## src/rtl/pipe_skid_reg.sv

```systemverilog
`default_nettype none
// ============================================================================
// Module   : pipe_skid_reg
// Purpose  : Pipeline stage register with valid/ready handshake and a
//            two-entry skid buffer. The upstream ready depends only on
//            registered state and flush, so there is no combinational path
//            from out_ready back to in_ready. A flush empties the stage and
//            parks a bubble (NOP) value on out_data. A saturating counter
//            tracks the cycles in which downstream stalls a valid beat.
// Ports    : clk, reset     - clock and synchronous active-high reset
//            flush          - drop all held entries this cycle
//            in_valid/in_ready/in_data    - upstream handshake and payload
//            out_valid/out_ready/out_data - downstream handshake and payload
//            occupancy      - held entries (0, 1 or 2)
//            stall_cnt      - saturating count of out_valid & !out_ready cycles
// Revision : 1.0 - initial release
// ============================================================================
module pipe_skid_reg #(
    parameter int               WIDTH  = 32,
    parameter logic [WIDTH-1:0] BUBBLE = WIDTH'(32'h0000_0013),
    parameter int               CNT_W  = 16
) (
    input  logic             clk,
    input  logic             reset,
    input  logic             flush,
    input  logic             in_valid,
    output logic             in_ready,
    input  logic [WIDTH-1:0] in_data,
    output logic             out_valid,
    input  logic             out_ready,
    output logic [WIDTH-1:0] out_data,
    output logic [1:0]       occupancy,
    output logic [CNT_W-1:0] stall_cnt
);

    typedef enum logic [1:0] {
        EMPTY = 2'd0,
        ONE   = 2'd1,
        FULL  = 2'd2
    } state_t;

    state_t             r_state;
    state_t             w_state_next;
    logic [WIDTH-1:0]   r_main;
    logic [WIDTH-1:0]   w_main_next;
    logic [WIDTH-1:0]   r_skid;
    logic [WIDTH-1:0]   w_skid_next;
    logic [CNT_W-1:0]   r_stall_cnt;
    logic               w_accept;
    logic               w_send;

    // flush is the only input allowed to reach in_ready combinationally.
    assign in_ready  = (r_state != FULL) && !flush;
    assign out_valid = (r_state != EMPTY);
    assign out_data  = r_main;
    assign occupancy = r_state;
    assign stall_cnt = r_stall_cnt;

    assign w_accept  = in_valid && in_ready;
    assign w_send    = out_valid && out_ready;

    always_ff @(posedge clk) begin
        if (reset) begin
            r_state <= EMPTY;
            r_main  <= BUBBLE;
            r_skid  <= BUBBLE;
        end else begin
            r_state <= w_state_next;
            r_main  <= w_main_next;
            r_skid  <= w_skid_next;
        end
    end

    always_comb begin
        w_state_next = r_state;
        w_main_next  = r_main;
        w_skid_next  = r_skid;
        if (flush) begin
            // Skid contents are irrelevant once the stage is empty; hold them.
            w_state_next = EMPTY;
            w_main_next  = BUBBLE;
        end else begin
            unique case (r_state)
                EMPTY: begin
                    if (w_accept) begin
                        w_state_next = ONE;
                        w_main_next  = in_data;
                    end
                end
                ONE: begin
                    if (w_accept && w_send) begin
                        w_main_next  = in_data;
                    end else if (w_accept) begin
                        w_state_next = FULL;
                        w_skid_next  = in_data;
                    end else if (w_send) begin
                        w_state_next = EMPTY;
                        w_main_next  = BUBBLE;
                    end
                end
                FULL: begin
                    // in_ready is low here, so only a send can move the state.
                    if (w_send) begin
                        w_state_next = ONE;
                        w_main_next  = r_skid;
                    end
                end
                default: begin
                    w_state_next = EMPTY;
                    w_main_next  = BUBBLE;
                end
            endcase
        end
    end

    // Counts the flush cycle too; flush never clears the counter.
    always_ff @(posedge clk) begin
        if (reset) begin
            r_stall_cnt <= '0;
        end else if (out_valid && !out_ready && (r_stall_cnt != {CNT_W{1'b1}})) begin
            r_stall_cnt <= r_stall_cnt + CNT_W'(1);
        end
    end

endmodule
`default_nettype wire

```

## config.mk

```make
export PLATFORM = sky130hd
export DESIGN_NAME = pipe_skid_reg
export DESIGN_NICKNAME = d
export VERILOG_FILES = /design/src/rtl/pipe_skid_reg.sv
export SDC_FILE = /design/constraint.sdc
export NUM_CORES = 1
export LEC_CHECK = 0
export BUFFER_PORTS_ARGS = -buffer_cell sky130_fd_sc_hd__buf_2
export CAP_MARGIN = 10
export CELL_PAD_IN_SITES_DETAIL_PLACEMENT = 0
export CELL_PAD_IN_SITES_GLOBAL_PLACEMENT = 2
export CORE_MARGIN = 1
export CORE_UTILIZATION = 28
export CTS_CLUSTER_SIZE = 28
export DETAILED_ROUTE_END_ITERATION = 7
export GPL_ROUTABILITY_DRIVEN = 0
export GPL_TIMING_DRIVEN = 0
export PLACE_DENSITY = 0.75
export SLEW_MARGIN = 20
export SYNTH_ARGS = -nofsm -noshare
export SYNTH_HDL_FRONTEND = slang
export SYNTH_SLANG_ARGS = --single-unit
export TNS_END_PERCENT = 30
```

## constraint.sdc

```tcl
create_clock -name clk -period 1.8 [get_ports clk]
set_input_delay 0.09 -clock clk [delete_from_list [all_inputs] [get_ports clk]]
set_output_delay 0.09 -clock clk [all_outputs]
set_load 0.01 [all_outputs]
```

; Yosys cells after proc, flatten, opt, wreduce, memory -nomap -nowiden
; Index checks and enable logic that the tools add are counted.
[totals]
regBits = 82
in_bits = 37
out_inout_bits = 52
wordCells = 43
[classes]
n_eq_ne = 10
n_addsub = 1
muxes = 12
n_bitwise = 2
n_reduce_logical = 14
[ops]
columns = op, count
row1 = $mux 32, 5
row2 = $pmux 32 s3, 1
row3 = $add 16x1->16 const B, 1
row4 = $ne 16x16->1 const B, 1
row5 = $reduce_and 4->1, 3
row6 = $mux 2, 5
row7 = $ne 3x3->1 const B, 3
row8 = $ne 2x2->1 const B, 4
row9 = $logic_and 1x1->1, 6
row10 = $pmux 2 s3, 1
row11 = $eq 2x1->1 const B, 1
row12 = $eq 2x2->1 const B, 1
row13 = $logic_not 1->1, 2
row14 = $logic_not 2->1, 1
row15 = $not 1->1, 2
row16 = $reduce_bool 2->1, 1
row17 = $reduce_or 2->1, 1

; Longest topological paths before layout
[logic_depth]
word_depth = 6
mapped_depth = 6
mapped_depth_nobuf = 5

; Least setup slack after synthesis
; No wires, ideal clock.
[synth_timing]
kind = register to register
startpoint = register r_stall_cnt[0] (netlist: stall_cnt[0])
endpoint = register r_stall_cnt[5] (netlist: stall_cnt[5])
arrival_ns = 1.674
setup_ns = 0.121
period_less_slack_ns = 1.795
setup_slack_ns = 0.005
path_buffers = 0
required_ns = 1.679
path_stages_with_launch = 6
cell_sequence = dfxtp_1 -> ha_1 -> and4_1 -> nand2_1 -> o311ai_0 -> mux2_2
[synth_via]
elab_chain_len = 2
elab_cells_between_ends = 3
classes_between = 1 x add/sub / 1 x eq/ne / 1 x reduce/logical
[synth_rtl]
columns = element, line_no
row1 = from (decl), 48  ; logic [CNT_W-1:0] r_stall_cnt;
row2 = from (signal assigned), 121  ; r_stall_cnt <= r_stall_cnt + CNT_W'(1);
row3 = branches (longest 2 deep; another with $add 16x1->16), -
; Parallel ways; which one is timed is not known.
; A chain may end at the register's enable or synchronous reset.

; Worst setup path in the final report
; Ends and elaborated chain as after synthesis.

==> summary.md <==
| Metric | Value |
|---|---|
| Crit Path Class | register to register |
| Routed wire length | 10600 microns |
| DIE WIDTH | 115 microns |
| H-tree depth | 3 |
| Mapped Area | 0.00359 sq mm |
| Worst-margin pin slew | 0.627 ns |
| Unrepaired setup endpoints after global routing | yes |
| CORE AREA | 0.0123 sq mm |
| IO Pins | 89 |
| Critical path's largest stage delay | 0.37 ns |
| Slew Viols, Final | 0 |
| Worst setup EP type | register |
| First-pass DRT Iterations | 7 |
| Syn Nets | 449 |
| Hold_sp | in_data[2] |
| Crit path max fanout | 6 |
| Fin crit share | 97.0% |
| Setup slack, reg-to-reg | 0.05 ns |
| Mean Syn Cell Area | 8.73 sq um |
| DR WL/cell | 15.0 microns |
| Maxcap violations | 0 |
| Worst path arrival time | 1.98 ns |
| Post-synth EDFFs | 0 |
| Starting Density | 29.3% |
| DRT iter0 DRCs | 214 |
| Pin count of the biggest net entering global routing | 14 |
| Final net count | 576 |
| Final setup violation count | 0 |
| First-pass GRT wire length | 16600 microns |
| CTS Sinks | 82 |
| Setup WS post-layout | 0.0531 ns |
| Yosys warns | 0 |
| Post-synthesis sequential area ratio | 45.8% |
| Fillers | 1241 |
| Diodes inserted | 0 |
| Async S/R FF share, synth | 0% |
| Synth top area share | 45.8% |
| CTS Buffer Depth | 2 |
| Routed Antenna Nets | 0 |
| Reg clk slew, reported paths | 0.07 ns |
| CP Launch Type | register |
| Detailed-route DRC error count | 0 |
| CP required | 2.03 ns |
| Synth top area cells | dfxtp_1, nand2_1, a221o_1 |
| Most common cell in the netlist | dfxtp_1 |
| Outcome | finished clean |
| Initial antenna violation count | 0 |
| Layout area overhead | 35.4% |
| Total CTS buffers | 9 |
| Setup WS pre-CTS | -0.197 ns |
| Worst Hold End | r_skid[2] |
| Post-synth top cells | dfxtp_1, nand2_1, nor2_1, a21oi_1 |
| Top FF cell, synth | dfxtp_1 |
| CTS tree | done |
| Worst Hold Class | primary input to register |
| Gr usage total | 16.5% |
| Vias in the first global route | 3180 |
| Cell taking the most area after synthesis | dfxtp_1 |
| Hold slack | 0.0151 ns |
| Power Density | 816 mW/mm^2 |
| Leak | 1.93 nW |
| CTS root buf | clkbuf_16 |
| R2R cell count | 5 |
| Congestion Overflow GR | 0 |
| Die height | 115 microns |
| Reg-to-Reg End | stall_cnt[5] |
| Finished Core Util | 39.6% |
| Netlist cell types | 47 |
| Via density | 4.78 |
| Die area | 0.0133 sq mm |
| Max-slew headroom | 58.1% |
| Final Hold Viols | 0 |
| Hold Path Depth | 3 |
| Tmin final | 1.75 ns |
| Synthesized instance count | 411 |
| Crit-path slowest cell | dfxtp_2 |
| Fraction of layout cells with a size suffix above 1 | 28.2% |
| Worst-Skew Late Latency | 0.35 ns |
| R2r startpoint | stall_cnt[0] |
| Clock Skews | 0.0136 ns |
| VDD IR max | 518 uV |
| Hpwl dp | 7390 microns |
| Detailed-route via count | 3396 |
| Crit-path cells | ha_2 > and4_4 > nand2_2 > o311ai_2 > mux2_2 |
| # port buffers | 88 |
| Total Power | 3.96 mW |
| Yosys reg bits | 82 |
| Num rows | 40 |
| Max Freq | 572 MHz |
-- cells in the final DEF, fill, tap and decap left out, types with 3 or more instances in the layout --
| cell type | instances |
|---|---|
| clkbuf_1 | 16 |
| a21oi_1 | 37 |
| nor2_1 | 49 |
| clkbuf_2 | 3 |
| nor4_1 | 3 |
| buf_4 | 3 |
| nor2b_1 | 11 |
| o21ai_0 | 3 |
| nand2_1 | 72 |
| buf_6 | 3 |
| dlygate4sd3_1 | 26 |
| a222oi_1 | 7 |
| mux2_2 | 12 |
| a221o_1 | 22 |
| a22oi_1 | 22 |
| and4_1 | 3 |
| nor3_1 | 4 |
| dfxtp_1 | 80 |
| nand3b_1 | 3 |
| nand4_1 | 4 |
| o22ai_1 | 3 |
| clkbuf_16 | 9 |
| nand3_1 | 5 |
| buf_2 | 93 |
-- power by group --
group | internal (mW) | switching (mW) | total, mW
clock | 0.965 | 0.765 | 1.73
sequential | 1.85 | 0.0203 | 1.87
combinational | 0.170 | 0.195 | 0.365
total | 2.98 | 0.981 | 3.96
-- cell families after synthesis --
family / Yosys count / synth area share [%]
AO/OA/AOI/OAI: 108 / 22.5
adder cells (fa/ha/maj): 1 / 0.349
buffers and inverters: 31 / 4.22
flip-flops: 82 / 45.8
multiplexers: 14 / 4.33
AND/OR/NAND/NOR: 175 / 22.8
-- layer usage --
layer / track usage (%) / share of wire [%] / vias to the layer above
li1: - / - / 1749
met1: 20.9 / 47 / 1557
met2: 26.7 / 47 / 85
met3: 5.54 / 5.6 / 5
met4: 4.33 / 0.58 / 0
met5: 0 / 0 / -
-- worst max-delay path, delay by kind of cell, from the launching register on --
family	cells	cell delay, ns
AOI/OAI and AO/OA	1	0.31
DFF	1	0.37
muxes	1	0.36
and+or+nand+nor	2	0.38
adders and majority gates	1	0.21
-- through the flow --
stage | instances | TNS (ns) | instance area (sq um)
floorplan | 411 | 0 | 3590
global placement | 667 | -1.56 | 4240
detailed placement | 667 | -1.68 | 4240
CTS | 710 | 0 | 4820
global route | 710 | -0.0502 | 4860
finish | 710 | 0 | 4860
-- cell type report --
cell class              instances  area, sq um  share of cell area [%]
inverters                       2         7.51                   0.155
repair buffers                116          716                    14.7
well taps                     168          210                    4.33
multi-input cells             298         1860                    38.2
clock buffers                  11          243                    5.00
plain buffers                  29          153                    3.14
clock inverters                 4         28.8                   0.592
flip-flops and latches         82         1640                    33.8
-- repair_timing --
action                                  4_1_cts  5_1_grt
pin swaps                                     1        0
gates resized for setup                       9       13
endpoints found under the hold margin        41        0
endpoints found under the setup margin       33       50
hold buffers                                 26        0
setup buffers                                 2        0
-- registers in the layout, summed over array words and instances (netlist names) --
signal     flops
out_data      32
occupancy      2
r_skid        32
stall_cnt     16
-- worst max-delay path by stage --
stage,start,end,depth (start not counted)
3_5_place_dp,stall_cnt[0],stall_cnt[5],5
4_1_cts,stall_cnt[1],stall_cnt[5],5
6_report,stall_cnt[0],stall_cnt[5],5
5_1_grt,stall_cnt[0],stall_cnt[5],5
3_3_place_gp,stall_cnt[0],stall_cnt[5],5
2_1_floorplan,stall_cnt[0],stall_cnt[5],5
No activity file was read; power rests on OpenSTA's default activity.
